--- src/rtl/circle_seg_pkg.sv ---
// Shared constants and path helpers for the circle animation.
// Maps path positions onto digit index and upper/lower row.
package circle_seg_pkg;

   localparam logic [7:0] SEG_UPPER = 8'b0_1100011;
   localparam logic [7:0] SEG_LOWER = 8'b0_1011100;
   localparam logic [7:0] SEG_OFF   = 8'b0_0000000;

   function automatic int pos_width(input int n);
      return $clog2(2 * n);
   endfunction

   function automatic int pos_to_digit(input int pos, input int n);
      return (pos < n) ? pos : (2 * n - 1 - pos);
   endfunction

   function automatic logic pos_to_row(input int pos, input int n);
      return (pos < n);
   endfunction

endpackage

--- src/rtl/tick_divider.sv ---
// Free-running modulo-DIV counter with enable and synchronous clear.
// Emits a one-cycle tick on the terminal count.
module tick_divider #(
   parameter int DIV = 2
) (
   input  logic clk,
   input  logic rst_n,
   input  logic en,
   input  logic clr,
   output logic tick
);

   localparam int W = (DIV > 1) ? $clog2(DIV) : 1;

   logic [W-1:0] r_cnt;
   logic         w_term;

   assign w_term = (r_cnt == W'(DIV - 1));
   assign tick   = en & ~clr & w_term;

   // count while enabled, clear has priority over the wrap to zero
   always_ff @(posedge clk or negedge rst_n) begin
      if (!rst_n) begin
         r_cnt <= '0;
      end else if (clr) begin
         r_cnt <= '0;
      end else if (en) begin
         r_cnt <= w_term ? '0 : r_cnt + 1'b1;
      end
   end

endmodule

--- src/rtl/circle_path_ctrl.sv ---
// Moves a circle along the upper then lower digit rows while
// time-multiplexing the digit anodes.
module circle_path_ctrl
   import circle_seg_pkg::*;
#(
   parameter int N_DIGITS = 4,
   parameter int SCAN_DIV = 50_000,
   parameter int STEP_DIV = 25_000_000,
   parameter int AN_LOGIC = 0
) (
   input  logic                                clk,
   input  logic                                rst_n,
   input  logic                                run,
   input  logic                                dir,
   input  logic                                clear,
   output logic [N_DIGITS-1:0]                 an,
   output logic                                row,
   output logic                                enable,
   output logic [$clog2(2*N_DIGITS)-1:0]       pos,
   output logic                                wrap
);

   localparam int PW = pos_width(N_DIGITS);
   localparam int SW = $clog2(N_DIGITS);
   localparam logic [PW-1:0] PLAST = PW'(2 * N_DIGITS - 1);
   localparam logic [SW-1:0] SLAST = SW'(N_DIGITS - 1);

   logic                w_scan_tick;
   logic                w_step_tick;
   logic [SW-1:0]       r_scan_idx;
   logic [PW-1:0]       r_pos;
   logic                r_wrap;
   logic [N_DIGITS-1:0] r_an_hot;
   logic                r_row;
   logic                r_enable;
   logic [PW-1:0]       w_pos_nxt;
   logic                w_wrap_nxt;

   tick_divider #(.DIV(SCAN_DIV)) u_scan (
      .clk   (clk),
      .rst_n (rst_n),
      .en    (1'b1),
      .clr   (1'b0),
      .tick  (w_scan_tick)
   );

   tick_divider #(.DIV(STEP_DIV)) u_step (
      .clk   (clk),
      .rst_n (rst_n),
      .en    (run),
      .clr   (clear),
      .tick  (w_step_tick)
   );

   // advance the scanned digit on every scan tick
   always_ff @(posedge clk or negedge rst_n) begin
      if (!rst_n) begin
         r_scan_idx <= '0;
      end else if (w_scan_tick) begin
         r_scan_idx <= (r_scan_idx == SLAST) ? '0 : r_scan_idx + 1'b1;
      end
   end

   // next position around the closed path and whether it wraps
   always_comb begin
      w_pos_nxt  = r_pos;
      w_wrap_nxt = 1'b0;
      if (dir) begin
         w_pos_nxt  = (r_pos == '0) ? PLAST : r_pos - 1'b1;
         w_wrap_nxt = (r_pos == '0);
      end else begin
         w_pos_nxt  = (r_pos == PLAST) ? '0 : r_pos + 1'b1;
         w_wrap_nxt = (r_pos == PLAST);
      end
   end

   // position update; clear wins over a coincident step
   always_ff @(posedge clk or negedge rst_n) begin
      if (!rst_n) begin
         r_pos  <= '0;
         r_wrap <= 1'b0;
      end else if (clear) begin
         r_pos  <= '0;
         r_wrap <= 1'b0;
      end else if (w_step_tick) begin
         r_pos  <= w_pos_nxt;
         r_wrap <= w_wrap_nxt;
      end else begin
         r_wrap <= 1'b0;
      end
   end

   // register digit drive from current scan slot and position
   always_ff @(posedge clk or negedge rst_n) begin
      if (!rst_n) begin
         r_an_hot <= '0;
         r_row    <= 1'b0;
         r_enable <= 1'b0;
      end else begin
         r_an_hot <= N_DIGITS'(1) << r_scan_idx;
         r_row    <= pos_to_row(int'(r_pos), N_DIGITS);
         r_enable <= (int'(r_scan_idx) ==
                      pos_to_digit(int'(r_pos), N_DIGITS));
      end
   end

   assign an     = (AN_LOGIC != 0) ? ~r_an_hot : r_an_hot;
   assign row    = r_row;
   assign enable = r_enable;
   assign pos    = r_pos;
   assign wrap   = r_wrap;

endmodule

--- config.mk ---
export PLATFORM = sky130hd
export DESIGN_NAME = circle_path_ctrl
export DESIGN_NICKNAME = d
export VERILOG_FILES = /design/src/rtl/circle_seg_pkg.sv /design/src/rtl/tick_divider.sv /design/src/rtl/circle_path_ctrl.sv
export SDC_FILE = /design/constraint.sdc
export NUM_CORES = 1
export LEC_CHECK = 0
export CORE_UTILIZATION = 55
export DETAILED_ROUTE_END_ITERATION = 10
export PLACE_DENSITY = 0.74
export SYNTH_ARGS = -nofsm -noshare
export SYNTH_HDL_FRONTEND = slang
export SYNTH_SLANG_ARGS = --single-unit
--- constraint.sdc ---
create_clock -name clk -period 2.33 [get_ports clk]
set_clock_uncertainty 0.2 [all_clocks]
set_input_delay 0.3495 -clock clk [delete_from_list [all_inputs] [get_ports clk]]
set_output_delay 0.3495 -clock clk [all_outputs]
set_load 0.05 [all_outputs]
After elaboration in Yosys (flattened, before gate mapping)
Index checks and enable logic that the tools add are counted.
{"block": "op_classes", "bitwise": 3, "div": 0, "reduce_logical": 3, "order_cmp": 1, "shift": 1, "eq_ne": 5, "n_mul": 0, "add_sub_neg": 6, "mux": 14}
{"operator": "2-to-1 mux 25 bit", "n": 3}
{"operator": "== test 3 x 32 -> 1 bit", "n": 1}
{"operator": "2-to-1 mux 32 bit", "n": 1}
{"operator": "adder 25 x 1 -> 25 bit (second input constant)", "n": 1}
{"operator": "== test 25 bit (second input constant)", "n": 1}
{"operator": "adder 16 x 1 -> 16 bit (second input constant)", "n": 1}
{"operator": "== test 16 bit (second input constant)", "n": 1}
{"operator": "2-to-1 mux 16 bit", "n": 1}
{"operator": "2-to-1 mux 3 bit", "n": 5}
{"operator": "nonzero test 2 bit", "n": 2}
{"operator": "<< shifter 1 x 2 -> 4 bit (first input constant)", "n": 1}
{"operator": "subtractor 3 x 3 -> 4 bit (first input constant)", "n": 1}
{"operator": "adder 3 x 1 -> 3 bit (second input constant)", "n": 1}
{"operator": "== test 3 bit (second input constant)", "n": 1}
{"operator": "logical NOT 3 bit", "n": 1}
{"operator": "less-than comparator 3 bit (second input constant)", "n": 1}
{"operator": "2-to-1 mux 1 bit", "n": 3}
{"operator": "subtractor 3 x 1 -> 3 bit (second input constant)", "n": 1}
{"operator": "adder 2 x 1 -> 2 bit (second input constant)", "n": 1}
{"operator": "bitwise AND 1 bit", "n": 2}
{"operator": "== test 2 bit (second input constant)", "n": 1}
{"operator": "2-to-1 mux 2 bit", "n": 1}
{"operator": "inverter 1 bit", "n": 1}
{"block": "word_totals", "elab_cells": 41, "regBits": 53, "latchBits": 0, "ram_bits": 0, "mem_count": 0, "romBits": 0, "in_bits": 5}

Depth between registers and ports, before layout
{"block": "logic_depth", "word_depth": 5, "mapped_depth": 8, "mapped_depth_nobuf": 6}

Hierarchy
Synthesis repeated with hierarchy kept, for this count alone.
{"block": "unflattened", "cells_unflattened": 317, "hier_area_um2": 3009.1}
{"mod": "tick_divider (u_step)", "n_inst": 1, "area_each_um2": 1463.9, "cells_per_inst": 163}
{"mod": "tick_divider (u_scan)", "n_inst": 1, "area_each_um2": 977.2, "cells_per_inst": 103}
{"mod": "circle_path_ctrl", "n_inst": 1, "area_each_um2": 568.0, "cells_per_inst": 51}

Worst setup path before layout
No wires, ideal clock.
{"block": "synth_timing", "path_type": "register to register", "start": "register u_step.r_cnt[0]", "end": "register u_step.r_cnt[9]", "path_slack_ns": 0.257, "setup_ns": 0.129, "t_arrival_ns": 1.744, "path_stages_with_launch": 9, "n_path_buf": 2, "path_cell_list": "dfrtp_1 -> ha_1 -> and4_1 -> nand2_1 -> o311a_1 -> buf_6 -> buf_6 -> a22oi_1 -> o31ai_1"}
{"block": "synth_between", "elab_chain_len": 4}
{"item": "from (decl)", "line_no": "tick_divider.sv:15", "rtl": "logic [W-1:0] r_cnt;"}
{"item": "from (signal assigned)", "line_no": "tick_divider.sv:28", "rtl": "r_cnt <= w_term ? '0 : r_cnt + 1'b1;"}
{"item": "adder 25 x 1 -> 25 bit or == test 25 bit (tied branches)", "line_no": "tick_divider.sv:28, tick_divider.sv:18"}
{"item": "2-to-1 mux 25 bit *", "line_no": "tick_divider.sv:28"}
{"item": "2-to-1 mux 25 bit *", "line_no": "tick_divider.sv:27", "rtl": "end else if (en) begin"}
{"item": "2-to-1 mux 25 bit *", "line_no": "tick_divider.sv:25", "rtl": "end else if (clr) begin"}
Every way passes the cells marked *; elsewhere a longest branch is shown, timed or not. The select of a mux whose other input is x is not followed.
A chain may end at the register's enable or synchronous reset.

Worst setup path after layout
{"block": "layout_timing", "start": "register u_step.r_cnt[0]", "end": "register u_step.r_cnt[21]"}
The elaborated chain is that of the path after synthesis.

==> out/results.tsv <==
metric	value	unit
fp.coreArea	0.00482	mm^2
synth-seq-cells	53	
fin_crit	2260	ps
worst_pin_slew	509	ps
dr.pass1.iters	4	
post-route-period-util	97.0	%
min_path_cells	1	
yosys.area_share.simple	24.8	%
die_w	73.3	um
wl_per_cell	14.5	um
numCtsBuffers	5	
synthMuxAreaShare	1.48	%
r2r_cells	7	
yosysTopAreaCellShare	47.4	%
layout_setup_ws	69.0	ps
startpoint_type	flip-flop	
synth_edf_count	0	
clkLatencyLatePin	310	ps
htree_levels	2	
fmax	442	MHz
synth_top_area_cell	dfrtp_1	
slew_headroom	66.0	%
numPortBuffers	14	
ys_seq_area_share	47.4	%
peakVddDrop	0.338	mV
synth_xor_area_share	5.32	%
hold_viol_final	0	
drive_above_1_share	10.4	%
crit_start	u_step.r_cnt[0]$_DFFE_PN0P_	
p_leak	0.00133	uW
setup_viol	0	
die_h	73.3	um
cts_tree	yes	
synth_area_leaders	dfrtp_1 47%, nand2_1 4.6%, ha_1 4.5%	
antenna_found_initial	0	
clkSinkCount	53	
totalPowerFinal	1540	uW
synth_warnings	0	
antenna_left	0	
synth_compound_area_share	12.7	%
power_density	479	mW/mm^2
cp-end-kind	flip-flop	
rows	25	
crit_fanout	40	
fillCellCount	397	
ys_types	50	
grt_pass1_wl	9680	um
final_nets	332	
max-clock-path-buffers	2	
vias	2238	
synth_top_family_by_area	simple AND/OR/NAND/NOR gates	
vias_per_cell	5.81	
hold_path.class	reg -> reg	
syn-num-nets	306	
grtUsageTotal	23.4	%
first_global_vias	2131	
gp_congestion	0.862	
syn_avg_cell_area	9.61	um^2
maxSlewViolCount	0	
start_util	58.1	%
areaGrowthSynthToFinish	14.7	%
crit_arrival	2270	ps
timing.rr.start	u_step.r_cnt[0]$_DFFE_PN0P_	
pre_cts_ws	93.0	ps
drtIter0Drc	135	
critPathRequiredTime	2340	ps
die-area	0.00538	mm^2
dp_hpwl	3980	um
syn_inst	291	
ctsRootBufferMaster	clkbuf_8	
path_clk_slew	100	ps
totalWireLength	5560	um
syn_area	0.00280	mm^2
synthFlopType	dfrtp_1	
crit_type	reg -> reg	
synthAdderAreaFrac	4.47	%
grt_max_degree	41	
drc	0	
grt.overflow.total	0	
ios	15	
hp-start	u_scan.r_cnt[15]$_DFF_PN0_	
drv_cap	0	
status	complete, no violations	
antenna_cells	0	
tns	0	ps
async_reset_ff_share	100	%
[power by group]
group | leakage, uW | total, uW | switching [uW] | internal (uW)
combinational | 0.000586 | 85.5 | 52.9 | 32.6
sequential | 0.000709 | 927 | 3.83 | 923
clock | 0.0000364 | 524 | 312 | 211
total | 0.00133 | 1540 | 369 | 1170
[layer usage]
metal,wire length (um),up-vias,track usage [%]
met1,2540,1052,30.9
met5,0,-,0
met3,233,14,4.12
met4,127,0,9.40
met2,2660,66,38.3
li1,-,1106,-
[metrics by stage]
step / utilization, % / instance area [um^2] / cells / hold WS, ps
floorplan: - / 2800 / 291 / -146
global placement: 64.1 / 3090 / 375 / 130
detailed placement: 64.1 / 3090 / 375 / 120
CTS: 66.2 / 3190 / 384 / 281
global route: 66.6 / 3210 / 385 / 300
finish: 66.6 / 3210 / 385 / 276
[cell usage after synthesis (2+ instances only)]
library cell,instances
a21o_1,2
and3_1,6
a22o_1,3
nor2_1,22
buf_2,4
xor2_1,6
and2_1,4
nor3b_1,2
a21oi_1,13
inv_1,9
and4_1,4
dfrtp_1,53
nor3_1,5
mux2i_1,3
nand2_1,34
a31oi_1,15
nand2b_1,5
xnor2_1,11
nand4_1,14
ha_1,10
nor4bb_1,2
nand3_1,17
a41oi_1,3
buf_6,2
clkbuf_1,6
nor4b_1,3
o21ai_0,10
[layout make-up]
class | count | area (um^2) | area share [%]
multi-input combinational | 216 | 1380 | 42.9
inverter | 9 | 33.8 | 1.05
clock inverter | 3 | 22.5 | 0.702
sequential | 53 | 1330 | 41.3
timing repair buffer | 32 | 298 | 9.28
tap | 67 | 83.8 | 2.61
clock buffer | 5 | 68.8 | 2.14
[worst max-delay path, stage by stage (launching register included)]
cell and delay, ps:
dfrtp_1 400, ha_2 220, and4_1 260, nand2_1 120, o311a_1 380, buf_12 180
a21o_1 160, a22o_1 220
[layout by cell type, fill, tap and decap left out, drive strengths merged, types with 2 or more instances in the layout]
cell	instances
o21ai	11
a21o	2
nand4	14
clkdlybuf4s50	13
dfrtp	53
a41oi	3
and4	5
a21oi	13
a31oi	15
clkinvlp	3
mux2i	3
nand2b	5
nor4bb	2
a22o	3
nand3	17
nor4	2
inv	9
nor3	6
nand2	34
and3	6
nor2	22
xnor2	11
xor2	6
and2	5
buf	18
ha	10
clkbuf	5
nor3b	2
nor4b	4
[sequential cells by signal, indices dropped and copies added (netlist names)]
| signal | count |
|---|---|
| u_scan.r_cnt | 16 |
| wrap | 1 |
| an | 4 |
| r_scan_idx | 2 |
| row | 1 |
| enable | 1 |
| u_step.r_cnt | 25 |
| pos | 3 |
[cell families after synthesis]
logic type	count (synthesis)
muxes	4
and+or+nand+nor	129
xor gates and xnor gates	17
adders and majority gates	10
AOI/OAI and AO/OA	56
buffers and inverters	22
DFF	53
[path summary, 6_finish.rpt]
kind                                           endpoint  slack (ps)
max                        u_step.r_cnt[21]$_DFFE_PN0P_          70
min                          u_scan.r_cnt[15]$_DFF_PN0_         280
max reg2reg                u_step.r_cnt[21]$_DFFE_PN0P_          70
min reg2reg                  u_scan.r_cnt[15]$_DFF_PN0_         280
max in group asynchronous  u_step.r_cnt[20]$_DFFE_PN0P_        1090
min in group asynchronous              enable$_DFF_PN0_         310
[timing repair]
item / 4_1_cts / 5_1_grt
gates resized for setup: 0 / 2
endpoints found under the setup margin: 0 / 1
endpoints found under the hold margin: 17 / 0
buffers inserted: 0 / 1
hold buffers: 1 / 0
No activity file was read; power rests on OpenSTA's default activity.
